--- src/rtl/attention_fixed_pkg.sv ---
// Shared fixed-point width rules and helpers for the attention datapath.
// Widths grow exactly enough that no product, tree or accumulator stage can overflow.
package attention_fixed_pkg;

    localparam int DEFAULT_DATA_IN_PRECISION = 16;
    localparam int DEFAULT_WEIGHT_PRECISION  = 16;
    localparam int DEFAULT_PARALLELISM       = 4;
    localparam int DEFAULT_TENSOR_SIZE       = 32;

    localparam int SEXT_MAX_WIDTH = 128;
    localparam int SEXT_IDX_WIDTH = $clog2(SEXT_MAX_WIDTH);

    function automatic int product_width(input int data_w, input int weight_w);
        return data_w + weight_w;
    endfunction

    function automatic int tree_growth(input int size);
        return $clog2(size);
    endfunction

    function automatic int dot_out_width(input int data_w, input int weight_w,
                                         input int par, input int depth);
        return product_width(data_w, weight_w) + tree_growth(par) + tree_growth(depth);
    endfunction

    // Replicates bit width-1 of value into every bit above it; callers cast to their width.
    function automatic logic [SEXT_MAX_WIDTH-1:0] sign_extend(
        input logic [SEXT_MAX_WIDTH-1:0] value,
        input int                        width
    );
        logic [SEXT_MAX_WIDTH-1:0] mask;
        mask = '1;
        mask = mask >> (SEXT_MAX_WIDTH - width);
        return value[SEXT_IDX_WIDTH'(width - 1)] ? (value | ~mask) : (value & mask);
    endfunction

endpackage

--- src/rtl/fixed_adder_tree.sv ---
// Combinational signed reduction tree; every node carries the final width so no stage overflows.
module fixed_adder_tree
    import attention_fixed_pkg::*;
#(
    parameter int IN_SIZE   = 4,
    parameter int IN_WIDTH  = 32,
    parameter int OUT_WIDTH = IN_WIDTH + tree_growth(IN_SIZE)
)(
    input  logic [IN_SIZE*IN_WIDTH-1:0] data_in,
    output logic [OUT_WIDTH-1:0]        data_out
);

    localparam int LEVELS = tree_growth(IN_SIZE);
    localparam int LEAVES = 1 << LEVELS;

    genvar gi, gj;
    generate
        for (gi = 0; gi <= LEVELS; gi++) begin : g_level
            localparam int NODES = LEAVES >> gi;
            logic [OUT_WIDTH-1:0] node [NODES];

            if (gi == 0) begin : g_leaf
                // Non-power-of-two sizes are padded with zero leaves.
                for (gj = 0; gj < NODES; gj++) begin : g_in
                    if (gj < IN_SIZE) begin : g_used
                        assign node[gj] = OUT_WIDTH'(sign_extend(
                            SEXT_MAX_WIDTH'(data_in[gj*IN_WIDTH +: IN_WIDTH]), IN_WIDTH));
                    end else begin : g_pad
                        assign node[gj] = '0;
                    end
                end
            end else begin : g_sum
                for (gj = 0; gj < NODES; gj++) begin : g_add
                    assign node[gj] = g_level[gi-1].node[2*gj] + g_level[gi-1].node[2*gj+1];
                end
            end
        end
    endgenerate

    assign data_out = g_level[LEVELS].node[0];

endmodule

--- src/rtl/value_weight_dot_accumulator.sv ---
// Joins activation and weight beats, multiplies element pairs, and accumulates IN_DEPTH
// beats into one full-precision signed dot product with a single-entry output register.
module value_weight_dot_accumulator
    import attention_fixed_pkg::*;
#(
    parameter int DATA_IN_PRECISION_0  = DEFAULT_DATA_IN_PRECISION,
    parameter int WEIGHT_PRECISION_0   = DEFAULT_WEIGHT_PRECISION,
    parameter int PARALLELISM          = DEFAULT_PARALLELISM,
    parameter int TENSOR_SIZE_DIM_0    = DEFAULT_TENSOR_SIZE,
    parameter int IN_DEPTH             = TENSOR_SIZE_DIM_0 / PARALLELISM,
    parameter int DATA_OUT_PRECISION_0 = dot_out_width(DATA_IN_PRECISION_0, WEIGHT_PRECISION_0,
                                                       PARALLELISM, IN_DEPTH)
)(
    input  logic                                      clk,
    input  logic                                      rst,
    input  logic [PARALLELISM*DATA_IN_PRECISION_0-1:0] data_in,
    input  logic                                      data_in_valid,
    output logic                                      data_in_ready,
    input  logic [PARALLELISM*WEIGHT_PRECISION_0-1:0]  weight,
    input  logic                                      weight_valid,
    output logic                                      weight_ready,
    output logic [DATA_OUT_PRECISION_0-1:0]            data_out,
    output logic                                      data_out_valid,
    input  logic                                      data_out_ready
);

    localparam int PROD_W = product_width(DATA_IN_PRECISION_0, WEIGHT_PRECISION_0);
    localparam int SUM_W  = PROD_W + tree_growth(PARALLELISM);
    localparam int CNT_W  = (IN_DEPTH > 1) ? $clog2(IN_DEPTH) : 1;
    localparam logic [CNT_W-1:0] LAST_BEAT = CNT_W'(IN_DEPTH - 1);

    logic [PARALLELISM*PROD_W-1:0]   products;
    logic [SUM_W-1:0]                beat_sum;
    logic [DATA_OUT_PRECISION_0-1:0] beat_sum_ext;
    logic [DATA_OUT_PRECISION_0-1:0] acc_sum;

    logic [CNT_W-1:0]                counter_reg;
    logic [DATA_OUT_PRECISION_0-1:0] acc_reg;
    logic [DATA_OUT_PRECISION_0-1:0] out_reg;
    logic                            out_valid_reg;

    logic last_beat;
    logic can_accept;
    logic accept;

    genvar gi;
    generate
        for (gi = 0; gi < PARALLELISM; gi++) begin : g_mul
            logic signed [DATA_IN_PRECISION_0-1:0] a;
            logic signed [WEIGHT_PRECISION_0-1:0]  b;
            logic signed [PROD_W-1:0]              p;
            assign a = data_in[gi*DATA_IN_PRECISION_0 +: DATA_IN_PRECISION_0];
            assign b = weight[gi*WEIGHT_PRECISION_0 +: WEIGHT_PRECISION_0];
            assign p = PROD_W'(a) * PROD_W'(b);
            assign products[gi*PROD_W +: PROD_W] = p;
        end
    endgenerate

    fixed_adder_tree #(
        .IN_SIZE  (PARALLELISM),
        .IN_WIDTH (PROD_W),
        .OUT_WIDTH(SUM_W)
    ) u_beat_tree (
        .data_in (products),
        .data_out(beat_sum)
    );

    assign beat_sum_ext = DATA_OUT_PRECISION_0'(sign_extend(SEXT_MAX_WIDTH'(beat_sum), SUM_W));
    assign acc_sum      = acc_reg + beat_sum_ext;

    // Earlier beats of the next group keep flowing while a result is held;
    // only the closing beat must wait for the output register to free up.
    assign last_beat     = (counter_reg == LAST_BEAT);
    assign can_accept    = !(last_beat && out_valid_reg && !data_out_ready);
    assign data_in_ready = weight_valid && can_accept;
    assign weight_ready  = data_in_valid && can_accept;
    assign accept        = data_in_valid && weight_valid && can_accept;

    always_ff @(posedge clk) begin
        if (rst) begin
            counter_reg   <= '0;
            acc_reg       <= '0;
            out_reg       <= '0;
            out_valid_reg <= 1'b0;
        end else begin
            if (out_valid_reg && data_out_ready) begin
                out_valid_reg <= 1'b0;
            end
            if (accept) begin
                if (last_beat) begin
                    out_reg       <= acc_sum;
                    out_valid_reg <= 1'b1;
                    acc_reg       <= '0;
                    counter_reg   <= '0;
                end else begin
                    acc_reg     <= acc_sum;
                    counter_reg <= counter_reg + 1'b1;
                end
            end
        end
    end

    assign data_out       = out_reg;
    assign data_out_valid = out_valid_reg;

endmodule

--- config.mk ---
export PLATFORM = sky130hd
export DESIGN_NAME = value_weight_dot_accumulator
export DESIGN_NICKNAME = d
export VERILOG_FILES = /design/src/rtl/attention_fixed_pkg.sv /design/src/rtl/fixed_adder_tree.sv /design/src/rtl/value_weight_dot_accumulator.sv
export SDC_FILE = /design/constraint.sdc
export NUM_CORES = 2
export LEC_CHECK = 0
export CAP_MARGIN = 10
export CORE_ASPECT_RATIO = 0.9
export CORE_MARGIN = 5
export CORE_UTILIZATION = 40
export DETAILED_ROUTE_END_ITERATION = 12
export PLACE_DENSITY = 0.63
export SETUP_SLACK_MARGIN = 0.2
export SYNTH_ARGS = -nofsm -noshare
export SYNTH_HDL_FRONTEND = slang
export SYNTH_SLANG_ARGS = --single-unit
--- constraint.sdc ---
create_clock -name clk -period 36.5 [get_ports clk]
set_input_delay 7.3 -clock clk [delete_from_list [all_inputs] [get_ports clk]]
set_output_delay 7.3 -clock clk [all_outputs]
set_load 0.05 [all_outputs]
==> After elaboration in Yosys (flattened, before gate mapping) <==
Cells that the tools add are included.
{ "word_totals": {"regBits": 78, "output_inout_bits": 40, "inputBits": 133} }
{ "classes": {"muxes": 10, "mul": 4, "addsub": 5, "n_eq_ne": 1, "n_reduce_logical": 10} }
{ "ops": {"columns": ["op", "n"], "rows": [
  ["34-bit 2-to-1 mux", 4],
  ["16-bit by 16-bit multiplier with 32-bit output", 4],
  ["34-bit adder", 3],
  ["37-bit 2-to-1 mux", 2],
  ["37-bit adder", 1],
  ["1-bit logical AND", 7],
  ["3-bit by 1-bit adder with 3-bit output (second input constant)", 1],
  ["3-bit equality test (second input constant)", 1],
  ["1-bit 2-to-1 mux", 3],
  ["3-bit 2-to-1 mux", 1],
  ["1-bit logical NOT", 2],
  ["2-bit AND reduction", 1]
]} }

==> Longest topological paths before layout <==
{ "logic_depth": {"depth_word": 7, "mapped_depth": 47, "depth_no_buf": 46} }

==> Modules after synthesis <==
From an unflattened synthesis, not the netlist that was laid out.
{ "hier_totals": {"hier_cells": 5424, "hier_area_um2": 47620.7} }
{ "by_module_without_submodules": {"columns": ["module", "area_each_um2", "cells_each", "instances"], "rows": [
  ["value_weight_dot_accumulator", 43834.5, 4926, 1],
  ["fixed_adder_tree", 3786.1, 498, 1]
]} }

==> Least setup slack after synthesis <==
No wires, ideal clock.
{ "synth_timing": {"path_type": "input to register", "start": "in weight[17]", "end": "reg acc_reg[36]", "t_arrival_ns": 16.760, "path_stages": 44, "setup_slack_ns": 19.614, "required_time_ns": 36.374, "cell_sequence": "clkbuf_1 -> nand2_1 -> fa_1 -> fa_1 -> fa_1 -> fa_1 -> inv_1 -> fa_1 -> inv_1 -> fa_1 -> inv_1 -> ha_1 -> a21o_1 -> a21o_1 -> a21o_1 -> nor3_1 -> a21oi_1 -> a41oi_1 -> (+8 left out) -> ha_1 -> nand4_1 -> nor2_1 -> a211oi_1 -> nand2_1 -> a21o_1 -> xor2_1 -> ha_1 -> clkbuf_1 -> a21oi_1 -> o21ai_1 -> a211o_1 -> a31oi_1 -> a21o_1 -> a21oi_1 -> a211oi_1 -> nand4b_1 -> o211ai_1"} }
{ "synth_between": {"elab_chain_len": 7} }
{ "synth_rtl": {"columns": ["element", "line_no", "source"], "rows": [
  ["start: declaration", "value_weight_dot_accumulator.sv:19", "input logic [PARALLELISM*WEIGHT_PRECISION_0-1:0] weight,"],
  ["16-bit by 16-bit multiplier with 32-bit output", "value_weight_dot_accumulator.sv:54", "assign p = PROD_W'(a) * PROD_W'(b);"],
  ["34-bit 2-to-1 mux", "attention_fixed_pkg.sv:34", "return value[SEXT_IDX_WIDTH'(width - 1)] ? (value | ~mask) : (value & mask);"],
  ["34-bit adder (2 in series)", "fixed_adder_tree.sv:34", "assign node[gj] = g_level[gi-1].node[2*gj] + g_level[gi-1].node[2*gj+1];"],
  ["37-bit 2-to-1 mux", "attention_fixed_pkg.sv:34", null],
  ["37-bit adder", "value_weight_dot_accumulator.sv:69", "assign acc_sum = acc_reg + beat_sum_ext;"],
  ["37-bit 2-to-1 mux", "value_weight_dot_accumulator.sv:90", "if (last_beat) begin"],
  ["end signal: assignment", "value_weight_dot_accumulator.sv:96", "acc_reg <= acc_sum;"],
  ["end: declaration", "value_weight_dot_accumulator.sv:38", "logic [DATA_OUT_PRECISION_0-1:0] acc_reg;"]
]} }
No other way between the ends.
A chain may end at the register's enable or synchronous reset.

==> Worst setup path in the final report <==
{ "layout_timing": {"start": "in data_in[25]", "end": "reg acc_reg[28]"} }
{ "layout_between": {"elab_chain_len": 7} }
{ "layout_rtl": {"columns": ["element", "line_no", "source"], "rows": [
  ["start: declaration", "value_weight_dot_accumulator.sv:16", "input logic [PARALLELISM*DATA_IN_PRECISION_0-1:0] data_in,"],
  ["16-bit by 16-bit multiplier with 32-bit output", "value_weight_dot_accumulator.sv:54", null],
  ["34-bit 2-to-1 mux", "attention_fixed_pkg.sv:34", null],
  ["34-bit adder (2 in series)", "fixed_adder_tree.sv:34", null],
  ["37-bit 2-to-1 mux", "attention_fixed_pkg.sv:34", null],
  ["37-bit adder", "value_weight_dot_accumulator.sv:69", null],
  ["37-bit 2-to-1 mux", "value_weight_dot_accumulator.sv:90", null]
]} }
No other way between the ends.

==> results.txt <==
Outcome -> finished, final reports clean
Post-DP HPWL -> 102000 um
Tcrit/Tclk final -> 50.6%
Netlist area before placement -> 0.0467 mm2
Count of pins over their slew limit -> 0
First-pass detailed-route iteration total -> 5
Routability cong. -> 0.892
Fraction of synthesized cell area taken by the top area cell type -> 47.7%
Synth Area per Inst -> 8.91 um2
Vertical extent of the die -> 334 um
Root buffer cell -> sky130_fd_sc_hd__clkbuf_16
Cell with the most instances after synthesis -> sky130_fd_sc_hd__inv_1
Clock-pin slew on the worst setup and hold paths -> 0.06 ns
Standard cell core area -> 0.116 mm2
Aggregate negative setup slack -> 0 ns
Post-Synthesis Cells -> 5246
Number of global-route vias before repair -> 37000
Wire length reported by the detailed router -> 120000 um
Data arrival time at the worst-slack endpoint -> 18.66 ns
Number of enable flip-flop cells after synthesis -> 0
Final #Nets -> 6935
Hold-fix buffers at CTS -> 0
Setup crit start kind -> input port
Worst-Skew Late Latency -> 0.35 ns
Final Setup Violations -> 0
Share of final-layout standard cells stronger than drive strength 1 -> 0.983%
Placement Cell Area -> 0.0499 mm2
Clock H-tree levels -> 3
Count of input and output buffers -> 172
Post-detailed-route wirelength per cell -> 17.5 um
Max Clk Rate -> 54.2 MHz
CP most frequent cell -> sky130_fd_sc_hd__fa_1
Top post-synthesis cells by count -> 1275 x sky130_fd_sc_hd__inv_1, 1114 x sky130_fd_sc_hd__fa_1, 640 x sky130_fd_sc_hd__nand2_1
First-pass GRT wire length -> 198000 um
Cell types with the largest area share after synthesis -> sky130_fd_sc_hd__fa_1 48%, sky130_fd_sc_hd__ha_1 11%, sky130_fd_sc_hd__inv_1 10%, sky130_fd_sc_hd__and2_1 6.1%, sky130_fd_sc_hd__nand2_1 5.1%
Vias -> 34300
Area grow syn2layout -> 7.49%
Number of warning messages in the yosys log -> 0
Synth Net Count -> 6894
Number of distinct library cell variants in the gate-level netlist after synthesis -> 76
Final design instance area without fill -> 0.0502 mm2
Effective utilization at floorplan -> 40.1%
Class of the tightest hold or removal check -> reg -> reg
Number of top-level design ports -> 173
Number of sinks on the clock net -> 78
CTS Buf Count -> 9
Final hold viol count -> 0
Total of fill cells in the finished design -> 11600
CP max stage delay -> 0.94 ns
Setup Fix Bufs, Post-CTS -> 0
Violation count after the first detailed-route iteration -> 2053
Max Root-Sink Buffers -> 2
Top_reg_cell synth -> sky130_fd_sc_hd__dfxtp_1
Unrepaired setup endpoints after global routing -> no
Flop and latch count out of synthesis -> 78
Post-CTS resize count -> 0
Skew final -> 0.00903 ns
CTS tree -> yes
Final Critical Period -> 18.45 ns
Max-Cap Viols -> 0
Fraction of registers with async set or reset after synthesis -> 0%
Maximum fanout encountered on the critical timing path -> 16
X dimension of the die -> 370 um
Worst slew pin tran -> 0.935 ns
Die Outline Area -> 0.124 mm2
Number of nets still failing antenna checks after routing -> 0
Largest net degree at the start of global routing -> 77
Crit-path slowest cell -> sky130_fd_sc_hd__clkdlybuf4s50_1
Rows -> 119
Required time of the critical path -> 36.70 ns
All-Layer GR Usage -> 19.9%
Synth area leader -> sky130_fd_sc_hd__fa_1
Antenna violations before repair -> 10
Congestion Overflow GR -> 0
Worst slew margin -> 37.5%
Portion of the post-synthesis area used by sequential elements -> 3.34%
Capturing element type of the critical path -> flip-flop
DRC -> 0
Crit Path Category -> in -> reg
Vias per cell -> 5.00
[critical path: cells and delay by family]
kind            cells  cell delay [ns]
buf+inv             7             1.34
xor+xnor            1             0.23
compound gates     17             3.69
simple gates        6             0.92
fa+ha+maj          11             5.15
[layout make-up]
cell class / instances / area, um2 / share of cell area, %
diodes: 4 / 10.0 / 0.0199
clock buffers: 10 / 229 / 0.456
clock inverters: 6 / 47.5 / 0.0947
inverters: 1276 / 4790 / 9.54
multi-input cells: 3734 / 39800 / 79.2
flip-flops and latches: 78 / 1560 / 3.11
well taps: 1573 / 1970 / 3.92
repair buffers: 188 / 1840 / 3.66
[placed cells by master (no fill, tap or decap), types with 78 or more instances in the layout]
cell type / synthesis / layout
sky130_fd_sc_hd__a21o_1: 89 / 89
sky130_fd_sc_hd__a21oi_1: 173 / 173
sky130_fd_sc_hd__and2_1: 459 / 459
sky130_fd_sc_hd__clkdlybuf4s50_1: 0 / 171
sky130_fd_sc_hd__dfxtp_1: 78 / 78
sky130_fd_sc_hd__fa_1: 1114 / 1114
sky130_fd_sc_hd__ha_1: 401 / 401
sky130_fd_sc_hd__inv_1: 1275 / 1275
sky130_fd_sc_hd__nand2_1: 640 / 640
sky130_fd_sc_hd__nor2_1: 147 / 146
sky130_fd_sc_hd__xnor2_1: 137 / 137
[final timing paths]
path,start,end,slack (ns),cells past startpoint
hold reg to reg,data_out[11],data_out[11],0.45,2
setup reg to reg,acc_reg[0],acc_reg[22],33.18,12
hold / removal,data_out[11],data_out[11],0.45,2
setup / recovery,data_in[25],acc_reg[28],18.05,42
[per-layer routing]
layer	global-route usage [%]	part of all wire, %	routed length [um]	up-vias
met5	0	0.051	62	-
met4	3.39	1.8	2150	10
met3	3.16	6.2	7520	135
met2	34.4	49	59100	868
met1	26.9	43	51600	17500
li1	-	-	-	15800
[cell families after synthesis]
family / share of synthesized area, %
AND/OR/NAND/NOR: 15.4
AO/OA/AOI/OAI: 7.54
XOR/XNOR: 3.70
flip-flops: 3.34
multiplexers: 0.0429
buffers and inverters: 11.5
adder cells (fa/ha/maj): 58.5
[through the flow]
| step | worst slack [ns] | hold slack [ns] | util [%] | std cells |
|---|---|---|---|---|
| floorplan | 19.61 | 0.440 | - | 5246 |
| global placement | 17.96 | 0.443 | 42.9 | 6849 |
| detailed placement | 17.81 | 0.447 | 42.9 | 6849 |
| CTS | 18.12 | 0.456 | 43.1 | 6865 |
| global route | 17.42 | 0.472 | 43.1 | 6865 |
| finish | 18.05 | 0.452 | 43.1 | 6869 |
Power is left out: the tool's default activity adds up to more than one toggle a clock period on the data nets, which glitch-free logic cannot reach.
